**config.mk**
```make
export PLATFORM = sky130hd
export DESIGN_NAME = apb_mem_bridge
export DESIGN_NICKNAME = d
export VERILOG_FILES = /design/src/rtl/apb_mem_bridge_pkg.sv /design/src/rtl/apb_mem_bridge.sv
export SDC_FILE = /design/constraint.sdc
export NUM_CORES = 1
export LEC_CHECK = 0
export ABC_AREA = 1
export CORE_MARGIN = 2
export CORE_UTILIZATION = 35
export DETAILED_ROUTE_END_ITERATION = 12
export PLACE_DENSITY = 0.69
export SYNTH_ARGS = -nofsm -noshare
export SYNTH_HDL_FRONTEND = slang
export SYNTH_SLANG_ARGS = --single-unit
export TNS_END_PERCENT = 1
```
**constraint.sdc**
```tcl
create_clock -name clk -period 2 [get_ports clk]
set_clock_uncertainty 0.1 [all_clocks]
set_input_delay 0.3 -clock clk [delete_from_list [all_inputs] [get_ports clk]]
set_output_delay 0.3 -clock clk [all_outputs]
set_load 0.02 [all_outputs]
```
**src/rtl/apb_mem_bridge_pkg.sv**
```systemverilog
// Shared definitions for the APB-to-memory bridge: FSM encoding, APB
// response codes and default bus widths.
package apb_mem_defs;

    typedef enum logic [2:0] {
        ST_IDLE    = 3'd0,
        ST_ISSUE   = 3'd1,
        ST_CAPTURE = 3'd2,
        ST_WAIT    = 3'd3,
        ST_DONE    = 3'd4,
        ST_ERR     = 3'd5
    } state_t;

    localparam logic RESP_OKAY   = 1'b0;
    localparam logic RESP_SLVERR = 1'b1;

    localparam int DEF_ADDR_W = 8;
    localparam int DEF_DATA_W = 8;

endpackage

```
**src/rtl/apb_mem_bridge.sv**
```systemverilog
// APB completer driving a single-port synchronous memory with 1-cycle read
// latency. Every output is decoded from registered state or data registers.
module apb_mem_bridge
    import apb_mem_defs::*;
#(
    parameter int ADDR_W      = DEF_ADDR_W,
    parameter int DATA_W      = DEF_DATA_W,
    parameter int MEM_DEPTH   = 256,
    parameter int WAIT_STATES = 0
) (
    input  logic              clk,
    input  logic              rst,
    input  logic              psel,
    input  logic              penable,
    input  logic              pwrite,
    input  logic [ADDR_W-1:0] paddr,
    input  logic [DATA_W-1:0] pwdata,
    output logic [DATA_W-1:0] prdata,
    output logic              pready,
    output logic              pslverr,
    output logic              mem_ce,
    output logic              mem_wren,
    output logic              mem_rden,
    output logic [ADDR_W-1:0] mem_addr,
    output logic [DATA_W-1:0] mem_wr_data,
    input  logic [DATA_W-1:0] mem_rd_data,
    output state_t            o_dbg_state
);

    localparam logic [3:0] WS = 4'(WAIT_STATES);

    // Handshake: a transfer is accepted on a setup cycle (psel=1, penable=0)
    // seen in IDLE; it completes on the single cycle where pready=1, and
    // psel falling before that abandons it at the next edge.

    state_t              r_state;
    logic [3:0]          r_cnt;
    logic [ADDR_W-1:0]   r_addr;
    logic [DATA_W-1:0]   r_wdata;
    logic                r_write;
    logic [DATA_W-1:0]   r_prdata;

    state_t              w_next;
    logic [3:0]          w_cnt;
    logic [ADDR_W-1:0]   w_addr;
    logic [DATA_W-1:0]   w_wdata;
    logic                w_write;
    logic [DATA_W-1:0]   w_prdata;
    logic                w_in_range;

    assign w_in_range = (int'(paddr) < MEM_DEPTH);

    always_ff @(posedge clk) begin
        if (rst) begin
            r_state  <= ST_IDLE;
            r_cnt    <= 4'd0;
            r_addr   <= '0;
            r_wdata  <= '0;
            r_write  <= 1'b0;
            r_prdata <= '0;
        end else begin
            r_state  <= w_next;
            r_cnt    <= w_cnt;
            r_addr   <= w_addr;
            r_wdata  <= w_wdata;
            r_write  <= w_write;
            r_prdata <= w_prdata;
        end
    end

    always_comb begin
        w_next   = r_state;
        w_cnt    = r_cnt;
        w_addr   = r_addr;
        w_wdata  = r_wdata;
        w_write  = r_write;
        w_prdata = r_prdata;
        case (r_state)
            ST_IDLE: begin
                if (psel && !penable) begin
                    w_addr  = paddr;
                    w_wdata = pwdata;
                    w_write = pwrite;
                    if (w_in_range) begin
                        w_next = ST_ISSUE;
                    end else begin
                        // ERR spends one silent cycle before responding so an
                        // error completes on the 2nd access cycle like a write.
                        w_next = ST_ERR;
                        w_cnt  = 4'd1;
                    end
                end
            end
            ST_ISSUE: begin
                if (!psel) begin
                    w_next = ST_IDLE;
                end else if (!r_write) begin
                    w_next = ST_CAPTURE;
                end else if (WS != 4'd0) begin
                    w_next = ST_WAIT;
                    w_cnt  = WS;
                end else begin
                    w_next = ST_DONE;
                end
            end
            ST_CAPTURE: begin
                if (!psel) begin
                    w_next = ST_IDLE;
                end else begin
                    w_prdata = mem_rd_data;
                    if (WS != 4'd0) begin
                        w_next = ST_WAIT;
                        w_cnt  = WS;
                    end else begin
                        w_next = ST_DONE;
                    end
                end
            end
            ST_WAIT: begin
                if (!psel) begin
                    w_next = ST_IDLE;
                end else if (r_cnt <= 4'd1) begin
                    w_next = ST_DONE;
                end else begin
                    w_cnt = r_cnt - 4'd1;
                end
            end
            ST_DONE: begin
                w_next = ST_IDLE;
            end
            ST_ERR: begin
                if (!psel || r_cnt == 4'd0) begin
                    w_next = ST_IDLE;
                end else begin
                    w_cnt = r_cnt - 4'd1;
                end
            end
            default: begin
                w_next = ST_IDLE;
            end
        endcase
    end

    assign pready      = (r_state == ST_DONE) || (r_state == ST_ERR && r_cnt == 4'd0);
    assign pslverr     = (r_state == ST_ERR && r_cnt == 4'd0) ? RESP_SLVERR : RESP_OKAY;
    assign mem_ce      = (r_state == ST_ISSUE);
    assign mem_wren    = mem_ce && r_write;
    assign mem_rden    = mem_ce && !r_write;
    assign mem_addr    = r_addr;
    assign mem_wr_data = r_wdata;
    assign prdata      = r_prdata;
    assign o_dbg_state = r_state;

endmodule

```
# Yosys cells after proc, flatten, opt, wreduce, memory -nomap -nowiden
# Cells that the tools add are included.
# classes
n_addsub	1
magnitude_cmp	1
n_eq_ne	11
muxes	13
reduce_logical	16
# ops
operator	count
$mux 3	7
$pmux 3 s5	1
$mux 4	3
$ne 2x2->1 const B	5
$pmux 4 s2	1
$eq 3x2->1 const B	2
$eq 3x3->1 const B	2
$le 4x1->1 const B	1
$logic_and 1x1->1	4
$logic_not 4->1	1
$reduce_and 2->1	2
$reduce_and 4->1	1
$sub 4x1->4 const B	1
$eq 3x1->1 const B	1
$logic_not 1->1	3
$logic_not 3->1	1
$ne 3x3->1 const B	1
$reduce_and 3->1	1
$logic_or 1x1->1	2
$reduce_bool 2->1	1
$mux 1	1
# totals
register_bits	32
in_bits	29
out_inout_bits	32
elab_cells	48

# Logic depth before layout (Yosys ltp)
# logic_depth
depth_word	4
mapped_depth	9
depth_no_buf	9

# Least setup slack after synthesis
# No wires, ideal clock.
# synth_path
path_kind	register to output
start	register r_cnt[0]
end	output pready
t_arrival_ns	1.202
t_required_ns	1.600
path_slack_ns	0.398
path_stages_with_launch	5
n_path_buf	0
cell_sequence	dfxtp_1 -> inv_1 -> ha_1 -> nand2_1 -> a211oi_1
# synth_via
elab_chain_cells	3
# synth_lines
item	line_no	rtl
start: declaration	apb_mem_bridge.sv:37	logic [3:0] r_cnt;
start signal: assignment	apb_mem_bridge.sv:63	r_cnt <= w_cnt;
$logic_not 4->1	apb_mem_bridge.sv:144	assign pready = (r_state == ST_DONE) || (r_state == ST_ERR && r_cnt == 4'd0);
$logic_and 1x1->1	apb_mem_bridge.sv:144	
$logic_or 1x1->1	apb_mem_bridge.sv:144	
end: declaration	apb_mem_bridge.sv:19	output logic pready,
# Every way passes these cells.

# Worst setup path after layout
# layout_path
start	register r_state[0], in the netlist o_dbg_state[0]
end	output o_dbg_state[0]
# layout_lines
item	line_no	rtl
start: declaration	apb_mem_bridge.sv:36	state_t r_state;
start signal: assignment	apb_mem_bridge.sv:62	r_state <= w_next;
end: declaration	apb_mem_bridge.sv:27	output state_t o_dbg_state
# No word-level cell between the ends.

==> results.py <==
metrics = {
    "status": {
        "outcome": "complete, no violations",
    },
    "setup_path": {
        "r2r-start": "r_cnt[0]",
        "crit_required_ns": 1.60,
        "max_stage_delay_ns": 0.59,
        "cp-start-kind": "flop",
        "timing.critical_path.buf_inv": 2,
        "slowest_stage": "clkdlybuf4s50_1",
        "crit_start": "o_dbg_state[0]",
        "cp_num_cells": 2,
        "r2r_cells": 8,
        "crit_fanout": 5,
        "endpoint_kind": "output port",
        "worstSetupPathType": "flop to output port",
        "cp.arrival_ns": 1.51,
        "crit_family": "buffers and inverters",
        "path_cells": "buf_4 -> clkdlybuf4s50_1",
    },
    "hold_path": {
        "hold_path_depth": 2,
        "hp-class": "flop to flop",
        "hp-start": "mem_addr[4]",
    },
    "global_routing": {
        "met1_usage_pct": 19.1,
        "grt_overflow": 0,
        "antenna_found_initial": 0,
        "track_usage_pct": 15.0,
        "grt_max_degree": 20,
        "grt_pass1_wl_um": 5140,
        "grt_pass1_vias": 1190,
        "top_usage_layer": "met2",
        "grt_use_met3_pct": 4.73,
        "use_met2_pct": 23.0,
    },
    "clock_tree": {
        "clockBufferDepth": 2,
        "clk_latency_ns": 0.28,
        "htree_levels": 2,
        "cts_sinks": 32,
        "cts_made_buffers": 5,
        "cts_tree": "done",
        "cts-root-buf": "clkbuf_8",
        "clkSlewWorstSetupHoldPaths_ns": 0.07,
    },
    "power_and_ir_drop": {
        "ir_drop_uv": 359,
        "powerDensity_nw_per_um2": 692,
        "p_leak_nw": 0.892,
    },
    "drt": {
        "post-route-drc-count": 0,
        "vias": 1345,
        "drtIter0Drc": 96,
        "firstDrtPassIters": 4,
        "ant_nets": 0,
        "wirelength_um": 3130,
        "wl_per_cell_um": 10.5,
        "vias_per_cell": 4.50,
    },
    "timing": {
        "drv_slew": 0,
        "setup_viol": 0,
        "tns_ns": 0,
        "period_needed_ns": 1.91,
        "rsz0062_at_grt": "false",
        "hold_viol": 0,
        "worst-slew-pin-transition_ns": 0.446,
        "fin_crit_sh_pct": 95.6,
        "relSlewSlack_pct": 70.2,
        "fmax_ghz": 0.523,
    },
    "finish": {
        "final_layout_size_suffix_gt1_share_pct": 11.6,
        "stdcell_count": 299,
        "regArea_um2": 641,
        "fillCellCount": 388,
        "multi_input_area_um2": 639,
        "nets": 282,
        "area_growth_pct": 53.1,
        "n_antenna_cell": 0,
    },
    "placement": {
        "port_buffers": 60,
        "dp_hpwl_um": 2300,
        "post-place-cells": 291,
        "gp_congestion": 0.723,
    },
    "die": {
        "start_util_pct": 37.2,
        "rows": 22,
        "fp.dieW_um": 67.1,
        "dieArea_um2": 4500,
        "core_area_um2": 3740,
        "fp.dieH_um": 67.1,
        "ioPinCount": 61,
    },
    "synth": {
        "syn_area_per_cell_um2": 7.60,
        "synth_fp_nets": 215,
        "synth_area_um2": 1390,
        "ys_ff_latch": 32,
        "yosysUniqueCellTypes": 26,
        "seq_area_frac_synth_pct": 46.0,
        "ys_warn_count": 0,
        "netlist_instances": 183,
    },
    "job": {
        "maxCapViolations": 0,
    },
}
through the flow:
| stage | hold WS [ns] | cell area [µm²] | power, W | worst slack, ns | util, % |
|---|---|---|---|---|---|
| finish | 0.382 | 2130 | 0.00147 | 0.0887 | 56.9 |
| global route | 0.406 | 2130 | 0.00155 | 0.00405 | 56.9 |
| CTS | 0.386 | 2130 | 0.00149 | 0.0357 | 57.0 |
| detailed placement | 0.371 | 2050 | 0.000991 | 0.0550 | 54.7 |
| floorplan | 0.262 | 1390 | 0.000849 | 0.398 | - |
| global placement | 0.362 | 2050 | 0.000990 | 0.0972 | 54.7 |
cells by family after synthesis:
kind of cell,after synthesis,share of synthesized area [%]
AND/OR/NAND/NOR,91,30.0
AO/OA/AOI/OAI,35,13.2
flip-flops,32,46.0
buffers and inverters,22,8.00
adder cells (fa/ha/maj),3,2.70
cell usage after synthesis:
cell | number | share of area [%]
nand3b_1 | 1 | 0.54
a211oi_1 | 1 | 0.54
a21oi_2 | 1 | 0.63
ha_1 | 3 | 2.7
a21oi_1 | 4 | 1.4
buf_6 | 1 | 0.81
nand3_2 | 2 | 1.4
o21ai_1 | 1 | 0.36
nor2_2 | 3 | 1.3
o21ai_0 | 27 | 9.7
a21boi_0 | 1 | 0.54
nor2_4 | 2 | 1.6
nand3_1 | 5 | 1.8
nor3_1 | 2 | 0.72
inv_1 | 14 | 3.8
inv_6 | 1 | 0.63
nand2_2 | 2 | 0.90
buf_12 | 1 | 1.4
nand2_1 | 10 | 2.7
nand2_4 | 1 | 0.81
nor2_1 | 61 | 16
nand3_4 | 1 | 1.3
clkbuf_1 | 3 | 0.81
nand4_1 | 1 | 0.45
dfxtp_1 | 32 | 46
inv_2 | 2 | 0.54
layout by cell type (no fill, tap or decap):
cell / count
a21boi_0: 1
a21oi_2: 1
ha_1: 3
o21ai_0: 27
nor3_1: 2
inv_1: 14
nand3_2: 2
dlygate4sd1_1: 1
clkinv_2: 2
a211oi_1: 1
nand2_2: 2
buf_4: 5
inv_6: 1
dfxtp_1: 32
nand4_1: 1
a21oi_1: 4
dlygate4sd2_1: 3
nand2_1: 10
nand3b_1: 1
nor2_2: 3
nor2_1: 61
clkdlybuf4s50_1: 55
clkbuf_8: 6
nand3_1: 5
inv_2: 2
nand2_4: 1
nand3_4: 1
nor2_4: 2
o21ai_1: 1
clkbuf_2: 1
report_power, final:
group | internal [W] | switching [W]
clock network | 0.000274 | 0.000231
logic | 0.000143 | 0.000137
registers | 0.000671 | 0.0000189
layout make-up:
type	instances	share of cell area (%)
Sequential cell	32	30.1
Clock buffer	6	3.88
Multi-Input combinational cell	129	30.0
Tap cell	48	2.82
Clock inverter	2	0.470
Inverter	17	3.23
Timing Repair Buffer	65	29.5
final timing paths:
kind                          to  slack (ns)
setup / recovery  o_dbg_state[0]        0.09
hold / removal       mem_addr[4]        0.38
setup reg to reg        r_cnt[3]        0.37
hold reg to reg      mem_addr[4]        0.38
worst register-to-register path: cells and delay by family (launching register included):
kind	cells	cell delay, ns
buffers and inverters	1	0.10
adders and majority gates	1	0.24
AOI/OAI and AO/OA	1	0.23
DFF	1	0.39
and+or+nand+nor	5	0.46
layer usage:
metal  wire, µm  vias up
met2       1420       35
met4         59        0
met1       1460      590
met3        183        7
met5          0        -
li1           -      713
flip-flops by register name (all words and copies together), names as in the netlist:
signal	cells
o_dbg_state	3
mem_addr	8
r_cnt	4
mem_wr_data	8
r_write	1
prdata	8
timing repair:
action                                  4_1_cts  5_1_grt
hold buffers                                  0        0
endpoints found under the setup margin        5        2
resized for setup                             5        5
pin swaps                                     0        0
buffers inserted                              0        0
Note: power is estimated with default switching activity, not from simulation.
